$ cat src/rtl/rotary_encoder_decoder.sv
// Quadrature rotary encoder front end: synchronise, debounce and Gray-decode the
// A/B/button inputs into a bounded position with step, direction and error pulses.
module rotary_encoder_decoder #(
  parameter int DEBOUNCE_CYCLES = 100_000,
  parameter int MAX_POS         = 14,
  parameter bit WRAP            = 1'b1
) (
  input  logic       clk,
  input  logic       rst,
  input  logic       enc_a,
  input  logic       enc_b,
  input  logic       enc_btn,
  output logic [4:0] enc,
  output logic       step,
  output logic       dir,
  output logic       err
);

  localparam int               CNT_W       = $clog2(DEBOUNCE_CYCLES + 1);
  localparam logic [CNT_W-1:0] CNT_LAST    = CNT_W'(DEBOUNCE_CYCLES - 1);
  localparam logic [2:0]       IDLE_LEVELS = 3'b110;  // {A, B, btn} at rest
  localparam logic [4:0]       MAX_ENC     = 5'(MAX_POS);

  typedef enum logic [1:0] {MV_NONE, MV_CW, MV_CCW, MV_ILLEGAL} move_e;

  logic [2:0]       raw;
  logic [2:0]       sync1_q, sync2_q;
  logic [2:0]       filt_q, filt_d;
  logic [CNT_W-1:0] cnt_q [3];
  logic [CNT_W-1:0] cnt_d [3];
  logic [1:0]       ab, prev_ab_q;
  logic signed [2:0] q_q, q_d;
  logic             btn_prev_q;
  logic [4:0]       enc_q, enc_d;
  logic             step_q, step_d, dir_q, dir_d, err_q, err_d;
  move_e            move;
  logic             into_det, count_cw, count_ccw, btn_rise;

  assign raw = {enc_a, enc_b, enc_btn};
  assign ab  = filt_q[2:1];

  always_ff @(posedge clk or posedge rst) begin
    if (rst) begin
      sync1_q <= IDLE_LEVELS;
      sync2_q <= IDLE_LEVELS;
    end else begin
      // NOTE: non-blocking so sync2 captures the old sync1, giving two real stages.
      sync1_q <= raw;
      sync2_q <= sync1_q;
    end
  end

  // A new level must be seen on DEBOUNCE_CYCLES consecutive clocks to be accepted.
  always_comb begin
    for (int i = 0; i < 3; i++) begin
      // NOTE: defaults first so every path assigns, otherwise latches are inferred.
      filt_d[i] = filt_q[i];
      cnt_d[i]  = '0;
      if (sync2_q[i] != filt_q[i]) begin
        if (cnt_q[i] == CNT_LAST) filt_d[i] = sync2_q[i];
        else                      cnt_d[i]  = cnt_q[i] + CNT_W'(1);
      end
    end
  end

  always_ff @(posedge clk or posedge rst) begin
    if (rst) begin
      filt_q <= IDLE_LEVELS;
      // NOTE: the counter array is reset explicitly; it is control state, not storage.
      for (int i = 0; i < 3; i++) cnt_q[i] <= '0;
    end else begin
      filt_q <= filt_d;
      for (int i = 0; i < 3; i++) cnt_q[i] <= cnt_d[i];
    end
  end

  always_comb begin
    case ({prev_ab_q, ab})
      4'b1101, 4'b0100, 4'b0010, 4'b1011: move = MV_CW;
      4'b1110, 4'b1000, 4'b0001, 4'b0111: move = MV_CCW;
      4'b1100, 4'b0011, 4'b0110, 4'b1001: move = MV_ILLEGAL;
      default:                            move = MV_NONE;
    endcase
  end

  assign into_det  = (ab == 2'b11) && (prev_ab_q != 2'b11) && (move != MV_ILLEGAL);
  assign count_cw  = into_det && (q_q == 3'sd3);
  assign count_ccw = into_det && (q_q == -3'sd3);
  assign btn_rise  = filt_q[0] && !btn_prev_q;

  always_comb begin
    q_d    = q_q;
    enc_d  = enc_q;
    dir_d  = dir_q;
    step_d = 1'b0;
    err_d  = (move == MV_ILLEGAL);

    if (move == MV_ILLEGAL || into_det) q_d = '0;
    else if (move == MV_CW)             q_d = q_q + 3'sd1;
    else if (move == MV_CCW)            q_d = q_q - 3'sd1;

    if (count_cw) begin
      dir_d = 1'b1;
      if (enc_q != MAX_ENC) begin
        enc_d  = enc_q + 5'd1;
        step_d = 1'b1;
      end else if (WRAP) begin
        enc_d  = '0;
        step_d = 1'b1;
      end
    end else if (count_ccw) begin
      dir_d = 1'b0;
      if (enc_q != '0) begin
        enc_d  = enc_q - 5'd1;
        step_d = 1'b1;
      end else if (WRAP) begin
        enc_d  = MAX_ENC;
        step_d = 1'b1;
      end
    end

    // A button edge overrides any detent counted in the same clock.
    if (btn_rise) begin
      enc_d  = '0;
      step_d = 1'b0;
      dir_d  = dir_q;
    end
  end

  always_ff @(posedge clk or posedge rst) begin
    if (rst) begin
      prev_ab_q  <= 2'b11;
      q_q        <= '0;
      btn_prev_q <= 1'b0;
      enc_q      <= '0;
      step_q     <= 1'b0;
      dir_q      <= 1'b0;
      err_q      <= 1'b0;
    end else begin
      prev_ab_q  <= ab;
      q_q        <= q_d;
      btn_prev_q <= filt_q[0];
      enc_q      <= enc_d;
      step_q     <= step_d;
      dir_q      <= dir_d;
      err_q      <= err_d;
    end
  end

  assign enc  = enc_q;
  assign step = step_q;
  assign dir  = dir_q;
  assign err  = err_q;

endmodule

$ cat config.mk
export PLATFORM = sky130hd
export DESIGN_NAME = rotary_encoder_decoder
export DESIGN_NICKNAME = d
export VERILOG_FILES = /design/src/rtl/rotary_encoder_decoder.sv
export SDC_FILE = /design/constraint.sdc
export NUM_CORES = 1
export LEC_CHECK = 0
export BUFFER_PORTS_ARGS = -buffer_cell sky130_fd_sc_hd__buf_2
export CAP_MARGIN = 20
export CELL_PAD_IN_SITES_DETAIL_PLACEMENT = 1
export CELL_PAD_IN_SITES_GLOBAL_PLACEMENT = 2
export CORE_MARGIN = 10
export CORE_UTILIZATION = 36
export CTS_CLUSTER_DIAMETER = 200
export DETAILED_ROUTE_END_ITERATION = 8
export PLACE_DENSITY = 0.85
export SLEW_MARGIN = 20
export SYNTH_ARGS = -nofsm -noshare
export SYNTH_HDL_FRONTEND = slang
export SYNTH_SLANG_ARGS = --single-unit
$ cat constraint.sdc
create_clock -name clk -period 2.4 [get_ports clk]
set_input_delay 0.48 -clock clk [delete_from_list [all_inputs] [get_ports clk]]
set_output_delay 0.48 -clock clk [all_outputs]
set_load 0.005 [all_outputs]
==> results.toml <==
[clocking]
numClockSinks = 74
tritoncts = "built"
clock_h_tree_levels = 3
worstSkewPairLatency_ps = 350
path_clk_slew_ps = 80
cts_root_buf = "sky130_fd_sc_hd__clkbuf_8"
cts_hold_repair.buffers = 0
cts_inserted_buffers = 9
post_cts_buffers = 0
clock_tree.buffer_depth = 2

[setup_path]
critPathMaxFanout = 7
worst_setup_end_kind = "flop"
critPathRequiredTime_ps = 2670
crit_arrival_ps = 2410
setup.worst_path.start_class = "flop"
timing_worst_setup_path_type = "reg -> reg"

[sta]
skew_ps = 9.99
grt_setup_unrepaired = "false"
setup-tns-final_ps = 0
worst-slew-pin-transition_ps = 494
timing.final.crit_period_ps = 2140
timing.final.hold_violations = 0
slew_headroom_pct = 66.8
maxClockFrequency_ghz = 0.467
finalSetupViolCount = 0
final-max-slew-violation-count = 0
period_share_pct = 89.3

[place]
detailed_place.area_um2 = 4080
place.gp.congestion = 0.770
numPortBuffers = 12
hpwl_mm = 5.47

[yosys]
sequential_element_share_of_the_synthesized_area_pct = 48.8
postSynth.topFlopCell = "sky130_fd_sc_hd__dfrtp_1"
synth.lib_cells_used.distinct = 45
yosysWarnings = 0
netlist_area_um2 = 3820
synth_nets = 401
synth_area_per_cell_um2 = 9.82
synth_enable_flop_cells = 0
synth-async-reset-ratio_pct = 100
netlist_instances = 389
ys_seq_elements = 74

[power]
switching_portion_of_total_power_pct = 23.4
power.share.combinational_pct = 3.2
power.ir.vdd_worst_uv = 371
p_int_mw = 1.88
seq_power_share_pct = 52.2
power_frac_clock_pct = 44.6
power.leakage_nw = 1.80
pwr_density_cell_nw_per_um2 = 570
switchingPower_uw = 574

[finish]
layout.nets = 421
insertedDiodeCount = 0
most_frequent_standard_cell_in_the_layout_excluding_fill_and_tap_cells = "sky130_fd_sc_hd__dfrtp_1"
layout_common_cells = "sky130_fd_sc_hd__dfrtp_1, sky130_fd_sc_hd__nor2_1, sky130_fd_sc_hd__xor2_1, sky130_fd_sc_hd__nand3_1, sky130_fd_sc_hd__nand2_1"
layout-drive-gt1-share_pct = 14.5
finish.instance_area_um2 = 4310
area_growth_syn_to_layout_pct = 12.9

[floorplanning]
total_die_area_um2 = 15100
std_cell_rows = 37
initial_utilization_pct = 37.0
core_area_um2 = 10300
die_h_um = 123
pin_count = 13
chipWidth_um = 123

[grt]
grt_pass1_vias = 2921
grt_pass1_wl_mm = 14.4
initial_antenna_violation_count = 0
grt_overflow = 0
globalRouteTotalUtil_pct = 11.6
grt_start_max_net_pins = 75

[detailed_routing]
number_of_iterations_in_the_first_detailed_routing_pass = 4
avgRoutedWirePerCell_um = 14.7
ant_nets = 0
avgViaCountPerCell = 5.17
drtIter0Drc = 150
drc_errors = 0
routed_wirelength_mm = 8.07
vias = 2841

[flow_run]
max_cap_violations = 0

[hold_path]
min_path_type = "in -> async"

[status]
result_of_the_run = "complete, no violations"
-- routing by layer --
metal  GRT usage, %  routed length, um  vias to the layer above
met5              0                  0                        -
met2           18.4               3820                       22
li1               -                  -                     1410
met1           15.3               3930                     1402
met4           3.71                101                        0
met3           2.96                228                        7
-- critical path: stages (launching register included) --
cell,delay [ps]
sky130_fd_sc_hd__dfstp_2,540
sky130_fd_sc_hd__xor2_1,230
sky130_fd_sc_hd__nand2_1,140
sky130_fd_sc_hd__fa_2,400
sky130_fd_sc_hd__or4_1,400
sky130_fd_sc_hd__o21ai_0,190
sky130_fd_sc_hd__o31ai_1,90
sky130_fd_sc_hd__o21ai_0,80
-- layout make-up --
| type | instances | area (um2) |
|---|---|---|
| Multi-Input combinational cell | 292 | 1870 |
| Inverter | 10 | 37.5 |
| Clock inverter | 7 | 101 |
| Sequential cell | 74 | 1860 |
| Clock buffer | 9 | 124 |
| Fill cell | 1189 | 6010 |
| Timing Repair Buffer | 22 | 148 |
| Tap cell | 136 | 170 |
-- cell usage after synthesis, drive strengths merged (5+ instances only) --
cell | count | area share (%)
inv | 10 | 0.98
clkbuf | 8 | 0.79
ha | 6 | 2.0
nor2 | 56 | 5.5
nor4b | 5 | 1.1
dfrtp | 66 | 43
nand2b | 5 | 0.82
dfstp | 8 | 5.5
nand3 | 26 | 3.4
nor3 | 9 | 1.2
nand2 | 25 | 2.5
mux2 | 5 | 1.5
a21oi | 12 | 1.6
or3 | 9 | 1.5
o21ai | 17 | 2.5
buf | 5 | 0.59
nand4 | 15 | 2.5
xnor2 | 22 | 5.0
and4 | 9 | 2.1
xor2 | 28 | 6.4
-- final timing paths --
check                                             from                     end  slack [ps]  cells after the start
worst max-delay path            prev_ab_q[0]$_DFF_PP1_      q_q[2]$_DFFE_PP0P_         260                      7
worst min-delay path                               rst      q_q[0]$_DFFE_PP0P_         200                      3
worst max register to register  prev_ab_q[0]$_DFF_PP1_      q_q[2]$_DFFE_PP0P_         260                      7
worst min register to register    sync1_q[1]$_DFF_PP1_    sync2_q[1]$_DFF_PP1_         360                      0
max in group asynchronous                          rst  prev_ab_q[0]$_DFF_PP1_        1850                      3
min in group clk                                 enc_a    sync1_q[2]$_DFF_PP1_         230                      1
-- what timing repair did --
item | 4_1_cts | 5_1_grt
gates resized for setup | 0 | 1
endpoints found under the setup margin | 0 | 1
hold endpoints to repair | 0 | 0
-- power by group through the flow --
stage	Clock (mW)	Combinational, mW	Sequential (mW)
floorplan	0	0.0541	1.30
CTS	1.13	0.0824	1.28
global placement	0	0.0793	1.30
global route	1.19	0.0939	1.29
detailed placement	0	0.0822	1.31
finish	1.10	0.0788	1.28
-- sequential cells by signal, indices dropped and copies added, names as in the netlist --
name / cells
cnt_q: 51
enc: 5
filt_q: 3
q_q: 3
sync1_q: 3
sync2_q: 3
prev_ab_q: 2
btn_prev_q: 1
dir: 1
err: 1
step: 1
-- cell families after synthesis --
group	synth area share, %
flops	48.8
xor+xnor	11.5
mux	2.26
buf+inv	2.36
compound gates	6.98
simple gates	25.7
fa+ha+maj	2.49
-- stage by stage --
step	hold WS, ps	setup WS, ps	utilization (%)	instances	power [mW]
floorplan	331	51.6	-	389	1.36
global placement	347	313	39.6	534	1.38
detailed placement	347	208	39.6	534	1.39
CTS	210	151	41.7	550	2.50
global route	200	58.3	41.8	550	2.57
finish	197	257	41.8	550	2.46
(Power assumes the default switching activity.)
